--- config.mk ---
export PLATFORM = sky130hd
export DESIGN_NAME = sync_fifo_thr
export DESIGN_NICKNAME = d
export VERILOG_FILES = /design/src/rtl/sync_fifo_thr.sv
export SDC_FILE = /design/constraint.sdc
export NUM_CORES = 1
export LEC_CHECK = 0
export ABC_AREA = 1
export CAP_MARGIN = 20
export CORE_ASPECT_RATIO = 0.7
export CORE_MARGIN = 3
export CORE_UTILIZATION = 55
export CTS_BUF_LIST = sky130_fd_sc_hd__clkbuf_16
export CTS_CLUSTER_SIZE = 16
export DETAILED_ROUTE_END_ITERATION = 6
export GPL_ROUTABILITY_DRIVEN = 0
export HOLD_SLACK_MARGIN = 0.03
export PLACE_DENSITY = 0.74
export SYNTH_ARGS = -nofsm -noshare
export SYNTH_HDL_FRONTEND = slang
export SYNTH_SLANG_ARGS = --single-unit
--- constraint.sdc ---
create_clock -name clk -period 6.9 [get_ports clk]
set_clock_uncertainty 0.15 [all_clocks]
set_input_delay 0.69 -clock clk [delete_from_list [all_inputs] [get_ports clk]]
set_output_delay 0.69 -clock clk [all_outputs]
set_load 0.1 [all_outputs]
--- src/rtl/sync_fifo_thr.sv ---
// Synchronous FIFO with programmable almost-full/almost-empty thresholds and overflow/underflow pulses.
// Define SYNC_FIFO_FWFT_EN for first-word-fall-through read data; default is registered read data.
module sync_fifo_thr #(
   parameter int DSIZE      = 8,
   parameter int ASIZE      = 4,
   parameter int AFULL_THR  = (1 << ASIZE) - 2,
   parameter int AEMPTY_THR = 2
) (
   input  logic             clk,
   input  logic             rst,
   input  logic [DSIZE-1:0] wdata,
   input  logic             winc,
   input  logic             rinc,
   output logic [DSIZE-1:0] rdata,
   output logic             wfull,
   output logic             walmost_full,
   output logic             rempty,
   output logic             ralmost_empty,
   output logic [ASIZE:0]   count,
   output logic             overflow,
   output logic             underflow
);

   localparam int             DEPTH    = 1 << ASIZE;
   localparam logic [ASIZE:0] DEPTH_C  = {1'b1, {ASIZE{1'b0}}};
   localparam logic [ASIZE:0] AFULL_C  = (ASIZE+1)'(AFULL_THR);
   localparam logic [ASIZE:0] AEMPTY_C = (ASIZE+1)'(AEMPTY_THR);

   if (DSIZE < 1) begin : g_bad_dsize
      $error("sync_fifo_thr: DSIZE must be at least 1");
   end
   if (ASIZE < 1) begin : g_bad_asize
      $error("sync_fifo_thr: ASIZE must be at least 1");
   end
   if (AFULL_THR < 1 || AFULL_THR > DEPTH) begin : g_bad_afull_thr
      $error("sync_fifo_thr: AFULL_THR must lie in 1..DEPTH");
   end
   if (AEMPTY_THR < 0 || AEMPTY_THR > DEPTH - 1) begin : g_bad_aempty_thr
      $error("sync_fifo_thr: AEMPTY_THR must lie in 0..DEPTH-1");
   end

   logic [DSIZE-1:0] mem [DEPTH];
   logic [ASIZE-1:0] waddr;
   logic [ASIZE-1:0] raddr;
   logic [ASIZE:0]   cnt;
   logic             wr_en;
   logic             rd_en;

   // Handshake: winc/rinc are requests sampled on the rising edge; a request is accepted
   // only when the FIFO is not full (write) / not empty (read), otherwise it is dropped
   // and reported one cycle later on overflow/underflow.
   assign wr_en = winc & ~wfull;
   assign rd_en = rinc & ~rempty;

   assign count         = cnt;
   assign wfull         = (cnt == DEPTH_C);
   assign rempty        = (cnt == '0);
   assign walmost_full  = (cnt >= AFULL_C);
   assign ralmost_empty = (cnt <= AEMPTY_C);

   // Storage is deliberately left out of reset; stale entries are unreachable once count is 0.
   always_ff @(posedge clk) begin
      if (wr_en) begin
         mem[waddr] <= wdata;
      end
   end

   always_ff @(posedge clk or posedge rst) begin
      if (rst) begin
         waddr     <= '0;
         raddr     <= '0;
         cnt       <= '0;
         overflow  <= 1'b0;
         underflow <= 1'b0;
      end else begin
         if (wr_en) begin
            waddr <= waddr + 1'b1;
         end
         if (rd_en) begin
            raddr <= raddr + 1'b1;
         end
         case ({wr_en, rd_en})
            2'b10:   cnt <= cnt + 1'b1;
            2'b01:   cnt <= cnt - 1'b1;
            default: cnt <= cnt;
         endcase
         overflow  <= winc & wfull;
         underflow <= rinc & rempty;
      end
   end

`ifdef SYNC_FIFO_FWFT_EN
   assign rdata = rempty ? '0 : mem[raddr];
`else
   logic [DSIZE-1:0] rdata_q;

   always_ff @(posedge clk or posedge rst) begin
      if (rst) begin
         rdata_q <= '0;
      end else if (rd_en) begin
         rdata_q <= mem[raddr];
      end
   end

   assign rdata = rdata_q;
`endif

endmodule
# Word level (Yosys, flattened, before mapping)
# Memory sizes are Yosys's and may differ from the RTL's. A register that Yosys moved wholly into a read port is not among the register bits.
# Cells that the tools add are included.
[op_classes]
eq_ne = 3
bitwise = 6
n_mux = 3
add_sub_neg = 4
n_lt_le_gt_ge = 2
reduce_logical = 2
[ops]
columns = ["op", "count"]
rows = [
  ["$pmux W5 S2", 1],
  ["$add A4 B1 Y4 const B", 2],
  ["$add A5 B1 Y5 const B", 1],
  ["$eq A5 B5 Y1 const B", 1],
  ["$ge A5 B4 Y1 const B", 1],
  ["$le A5 B2 Y1 const B", 1],
  ["$logic_not A5 Y1", 1],
  ["$sub A5 B1 Y5 const B", 1],
  ["$and A1 B1 Y1", 4],
  ["$eq A2 B1 Y1 const B", 1],
  ["$eq A2 B2 Y1 const B", 1],
  ["$mux W1", 2],
  ["$not A1 Y1", 2],
  ["$reduce_bool A2 Y1", 1],
]
[word_totals]
mem_count = 1
regBits = 15
mem_bits_rw = 128
word_cells = 26
[memory_table]
columns = ["name", "words", "width", "rd", "rd_ports_with_merged_regs", "wr", "line", "rtl"]
rows = [
  ["mem", 16, 8, 1, 1, 1, "42", "logic [DSIZE-1:0] mem [DEPTH];"],
]

# Logic depth before layout (Yosys ltp)
# Gate-level depths: netlist of run 1.
[logic_depth]
depth_word = 5
ltp_mapped = 15
depth_no_buf = 14

# Least setup slack after synthesis of run 1
# Ideal clock, no wire load.
[synth_path]
path_type = "reg-to-output"
from = "register cnt[0], in the netlist count[0]"
to = "output port ralmost_empty"
setup_slack_ps = 392
n_path_buf = 0
path_stages_with_launch = 2
arrival_ps = 5668
cell_sequence = "dfrtp_1 -> a2111oi_0"
[synth_via]
elab_chain_cells = 1
[synth_rtl]
columns = ["element", "line", "rtl"]
rows = [
  ["start: declaration", "45", "logic [ASIZE:0] cnt;"],
  ["start signal: assignment", "83", "2'b10: cnt <= cnt + 1'b1;"],
  ["start signal: assignment", "84", "2'b01: cnt <= cnt - 1'b1;"],
  ["start signal: assignment", "85", "default: cnt <= cnt;"],
  ["$le A5 B2 Y1", "59", "assign ralmost_empty = (cnt <= AEMPTY_C);"],
  ["end: declaration", "18", "output logic ralmost_empty,"],
]
# No other way between the ends.

# Final worst setup path of run 1
[layout_path]
from = "register cnt[1], in the netlist count[1]"
to = "output port rempty"
[layout_via]
elab_chain_cells = 1
[layout_rtl]
columns = ["element", "line", "rtl"]
rows = [
  ["$logic_not A5 Y1", "57", "assign rempty = (cnt == '0);"],
  ["end: declaration", "17", "output logic rempty,"],
]
# No other way between the ends.

==> flow_metrics.py, run 1 <==
metrics = {
    "synth": {
        "synth_enable_flop_cells": 128,
        "netlist_area_um2": 6810,
        "synth.avg_cell_area_um2": 9.90,
        "syn_inst": 688,
        "synthTopCellsByCount": "234 x nand2_1, 128 x edfxtp_1, 120 x inv_1, 103 x nand3_1, 23 x dfrtp_1",
        "synth_cell_types": 25,
        "seq_area_frac_synth_pct": 64.9,
        "synth.top_cell.area_share_pct": 56.5,
        "yosysTopAreaCell": "edfxtp_1",
        "syn-num-nets": 709,
        "synth_seq_cells": 151,
        "async_flop_share_pct": 15.2,
        "synth_area_leaders": "edfxtp_1 56%, nand2_1 13%, dfrtp_1 8.5%",
        "synth_flop_cell": "edfxtp_1",
        "yosysWarnings": 0,
        "synth.most_common_cell": "nand2_1",
    },
    "sta": {
        "timing.slew.headroom_pct": 26.4,
        "fin_setup_tns_ns": 0,
        "rsz0062_at_grt": "false",
        "slew_viol_final": 0,
        "period_share_pct": 50.7,
        "setup_slack_ns": 3.40,
        "period_minus_slack_ns": 3.50,
        "setup_viol": 0,
        "hold_viol_final": 0,
        "max_clock_freq_mhz": 286,
        "tightest_slew_ns": 1.10,
    },
    "place": {
        "hpwlAfterDp_mm": 9.90,
        "pre_cts_ws_ns": 3.76,
        "dpl-instance-area_um2": 7160,
        "portBuffers": 30,
        "dp.cells": 848,
    },
    "clocking": {
        "clk_pin_slew_ns": 0.06,
        "ctsLongestPathBuffers": 2,
        "cts_resized": 0,
        "numCtsBuffers": 17,
        "tritoncts": "done",
        "clock_sinks": 151,
        "htreeDepth": 4,
        "ctsRootBufferMaster": "clkbuf_16",
        "clk_latency_ns": 0.42,
        "ctsHoldBuffers": 0,
        "cts_setup_buffers": 0,
    },
    "pwr": {
        "cellLeakagePower_uw": 0.00348,
        "power-per-cell-area_nw_per_um2": 463,
        "ir_drop_mv": 0.302,
        "finalPower_uw": 3630,
    },
    "worst_setup_path": {
        "crit_fanout": 7,
        "r2r-start": "count[1]",
        "slowest_stage": "clkdlybuf4s50_1",
        "crit_buf_inv": 2,
        "slowest_delay_ns": 1.13,
        "cp.required_ns": 6.06,
        "crit_path_start": "count[1]",
        "crit_chain": "nor4_4, nand2_2, inv_1, clkdlybuf4s50_1",
        "crit_type": "register to output port",
        "cp_top_family": "buffers and inverters",
        "cp.arrival_ns": 2.66,
        "setup.worst_path.start_class": "register",
        "end_kind": "output port",
    },
    "floorplan": {
        "core_um2": 11900,
        "rows": 33,
        "start_util_pct": 57.2,
        "die_area_um2": 13800,
        "io_pins": 31,
        "die_width_um": 139,
        "die_h_um": 99.1,
    },
    "detailed_routing": {
        "drt-initial-drc-count": 652,
        "drtAntennaViolNets": 0,
        "num_vias": 4849,
        "drc_errors": 0,
        "drtPass1Iterations": 5,
        "routed_wl_mm": 15.9,
        "drt-vias-per-instance": 5.46,
        "wl_per_cell_um": 17.9,
    },
    "cells_and_area": {
        "syn_to_final_growth_pct": 15.2,
        "nets": 739,
        "drive_gt1_share_pct": 6.70,
        "fin_area_um2": 7850,
        "stdcell_count": 888,
        "final.fill_count": 903,
        "n_antenna_cell": 0,
    },
    "job": {
        "cap_violations": 0,
    },
    "grt": {
        "grt_pass1_wl_mm": 24.9,
        "grt_max_degree": 68,
        "grt.overflow.total": 0,
        "antenna_found_initial": 0,
        "grt_pass1_vias": 4646,
        "grt_usage_pct": 23.9,
    },
    "min_path": {
        "min_from": "rdata[5]",
        "hold_path_class": "register to register",
    },
    "outcome": {
        "status": "finished clean",
    },
}
[logic make-up after synthesis]
group	Yosys count	share of synthesized area, %
fa+ha+maj	9	1.65
buf+inv	152	9.17
compound gates	8	0.717
simple gates	360	22.5
xor+xnor	8	1.03
flops	151	64.9
[sequential cells by signal (all words and copies together) (netlist names)]
| signal | flops |
|---|---|
| rdata | 8 |
| underflow | 1 |
| waddr | 4 |
| mem | 128 |
| count | 5 |
| overflow | 1 |
| raddr | 4 |
[worst reg2reg max path: cells and delay by family, from the launching register on]
family	cells	cell delay [ns]
and+or+nand+nor	8	1.30
xor gates and xnor gates	2	0.38
DFF	1	0.49
buffers and inverters	1	0.04
adders and majority gates	2	0.58
[final timing paths]
check	end	slack (ns)	cells after the start
max in group asynchronous	raddr[0]	5.31	2
worst max-delay path	rempty	3.40	4
min in group asynchronous	rdata[0]	0.63	2
worst min-delay path	rdata[5]	0.33	2
worst max register to register	count[4]	3.90	13
worst min register to register	rdata[5]	0.33	2
[power breakdown]
| group | switching [µW] | internal, µW | leakage (µW) |
|---|---|---|---|
| clock | 381 | 607 | 0.000301 |
| sequential | 109 | 1120 | 0.00144 |
| combinational | 1050 | 361 | 0.00174 |
[layer usage]
| layer | wire (µm) | part of all wire [%] | global-route usage (%) | up-vias |
|---|---|---|---|---|
| met5 | 0 | 0 | 0 | - |
| met4 | 269 | 1.7 | 7.89 | 0 |
| met3 | 1340 | 8.4 | 5.77 | 29 |
| met2 | 7410 | 47 | 38.0 | 229 |
| met1 | 6890 | 43 | 32.9 | 2330 |
| li1 | - | - | - | 2261 |
[cells in the final DEF (no fill, tap or decap), types with 2 or more instances in the layout]
master	netlist	final
buf_4	4	2
bufinv_16	0	4
clkbuf_16	0	17
clkbuf_4	0	7
clkdlybuf4s50_1	0	30
clkinv_4	0	4
clkinvlp_4	0	3
dfrtp_1	23	22
edfxtp_1	128	128
ha_1	9	9
inv_1	120	121
inv_2	2	2
inv_6	0	2
nand2_1	234	234
nand2_2	3	3
nand3_1	103	103
nor2_1	2	2
nor3_1	16	16
o21ai_0	4	4
xnor2_1	3	3
xor2_1	5	5
[cell type report]
cell class / count / area, µm² / share of cell area (%)
clock inverter: 15 / 204 / 2.60
clock buffer: 17 / 425 / 5.42
inverter: 123 / 462 / 5.89
sequential: 151 / 4420 / 56.3
multi-input combinational: 385 / 1760 / 22.5
timing repair buffer: 40 / 373 / 4.75
tap: 157 / 196 / 2.50
[metrics by stage]
step,utilization (%),hold WS [ns]
5_1_grt,66.0,0.347
6_report,66.0,0.328
3_5_place_dp,60.2,0.319
3_3_place_gp,60.2,0.318
2_1_floorplan,-,0.341
4_1_cts,65.5,0.335
Note: power is estimated with default switching activity, not from simulation.
==> run 2: changes to the inputs <==
Clock period 6.9 ns to 3.3 ns, I/O delays scaled along.
==> flow_metrics.py, run 2 (same netlist as run 1, synthesis figures left out) <==
metrics = {
    "grt": {
        "grt_pass1_wl_mm": 24.7,
        "grt_max_degree": 68,
        "grt.overflow.total": 0,
        "grt_usage_pct": 23.7,
        "grt_pass1_vias": 4663,
        "antenna_found_initial": 0,
    },
    "place": {
        "portBuffers": 30,
        "dpl-instance-area_um2": 7290,
        "hpwlAfterDp_mm": 9.82,
        "pre_cts_ws_ns": 0.448,
    },
    "detailed_routing": {
        "routed_wl_mm": 15.5,
        "drtPass1Iterations": 5,
        "wl_per_cell_um": 17.3,
        "drtAntennaViolNets": 0,
        "drt-vias-per-instance": 5.30,
        "drt-initial-drc-count": 621,
        "num_vias": 4765,
        "drc_errors": 0,
    },
    "worst_setup_path": {
        "r2r-start": "count[1]",
        "setup.worst_path.start_class": "register",
        "crit_type": "register to register",
        "crit_fanout": 24,
        "cp.arrival_ns": 3.12,
        "r2r_cells": 13,
        "ff2ff_setup_slack_ns": 0.39,
        "cp.required_ns": 3.51,
        "end_kind": "register",
        "r2r-end": "count[4]",
    },
    "clocking": {
        "ctsLongestPathBuffers": 2,
        "ctsRootBufferMaster": "clkbuf_16",
        "clock_sinks": 151,
        "clk_pin_slew_ns": 0.07,
        "clk_latency_ns": 0.42,
        "numCtsBuffers": 17,
        "htreeDepth": 4,
        "cts_resized": 0,
        "ctsHoldBuffers": 0,
        "tritoncts": "done",
        "cts_setup_buffers": 0,
    },
    "cells_and_area": {
        "mostFrequentLayoutCell": "nand2_1",
        "largest_reg_flops": 128,
        "nets": 750,
        "n_antenna_cell": 0,
        "drive_gt1_share_pct": 9.57,
        "fin_area_um2": 7880,
        "top_register": "mem",
        "syn_to_final_growth_pct": 15.8,
        "final.fill_count": 873,
        "final_cell_mix": "234 x nand2_1, 128 x edfxtp_1, 120 x inv_1",
    },
    "outcome": {
        "status": "finished clean",
    },
    "floorplan": {
        "start_util_pct": 57.2,
        "die_area_um2": 13800,
        "die_width_um": 139,
        "die_h_um": 99.1,
        "io_pins": 31,
        "core_um2": 11900,
        "rows": 33,
    },
    "sta": {
        "hold_slack_ns": 0.260,
        "fin_setup_tns_ns": 0,
        "rsz0062_at_grt": "false",
        "max_clock_freq_mhz": 344,
        "setup_slack_ns": 0.391,
        "tightest_slew_ns": 1.02,
        "setup_viol": 0,
        "period_share_pct": 88.1,
        "period_minus_slack_ns": 2.91,
        "slew_viol_final": 0,
        "timing.slew.headroom_pct": 31.9,
        "hold_viol_final": 0,
    },
    "pwr": {
        "ir_drop_mv": 1.04,
        "power-per-cell-area_nw_per_um2": 944,
        "finalPower_uw": 7440,
        "cellLeakagePower_uw": 0.00355,
    },
    "job": {
        "cap_violations": 0,
    },
    "min_path": {
        "hold_path_class": "input port to asynchronous set/reset pin",
    },
}
## run 2: cell count changes in the layout (fill, tap and decap cells not counted), sizes merged
cell / change
buf: +27
clkdlybuf4s50: -9
bufinv: -4
clkbuf: -4
clkinvlp: -2
inv: +2
clkinv: +1
## run 2: worst max-delay path: stages (launching register included)
cell     delay, ns
dfrtp_1       0.51
nor4_4        0.37
nand2_2       0.12
nand2_2       0.34
ha_1          0.35
xor2_1        0.24
ha_1          0.19
inv_1         0.04
nand2_1       0.09
nand3_1       0.08
nand2_1       0.08
xor2_1        0.16
nand2_1       0.06
nand2_1       0.06
## run 2: worst max-delay path by stage
stage | slack [ns] | startpoint | cells after the start | to
detailed placement | 0.45 | count[1] | 13 | count[4]
global route | 0.16 | count[1] | 11 | count[3]
CTS | 0.40 | count[1] | 13 | count[4]
global placement | 0.58 | count[1] | 13 | count[4]
finish | 0.39 | count[1] | 13 | count[4]
floorplan | 0.28 | count[1] | 15 | count[4]
## run 2: power breakdown
part           switching (µW)  internal (µW)  total, µW
clock network             788           1100       1890
logic                    2230            779       3000
registers                 208           2340       2550
## run 2: final cells by class
cell class | count | area (µm²) | area share (%)
Clock buffer | 20 | 500 | 6.35
Clock inverter | 12 | 86.3 | 1.10
Inverter | 123 | 462 | 5.86
Multi-Input combinational cell | 385 | 1780 | 22.6
Sequential cell | 151 | 4420 | 56.1
Tap cell | 157 | 196 | 2.49
Timing Repair Buffer | 51 | 433 | 5.49
## run 2: metal layers
layer  track usage [%]  wire length, µm  share of wire [%]  up-vias
met2              36.9             7260                 47      191
met4              7.89              244                1.6        0
li1                  -                -                  -     2291
met3              5.53             1130                7.3       26
met5                 0                0                  0        -
met1              33.3             6890                 44     2257
## run 2: metrics by stage
stage | util, % | cells
after detailed placement | 61.3 | 866
after CTS | 66.2 | 898
after global routing | 66.3 | 899
after floorplan | - | 688
final | 66.3 | 899
after global placement | 61.3 | 866
==> run 3: changes to the inputs <==
Settings changed: CTS_CLUSTER_SIZE 16 to default.
==> results of run 3 <==
Same layout as run 2: the final DEF is identical, and so are final timing and power.
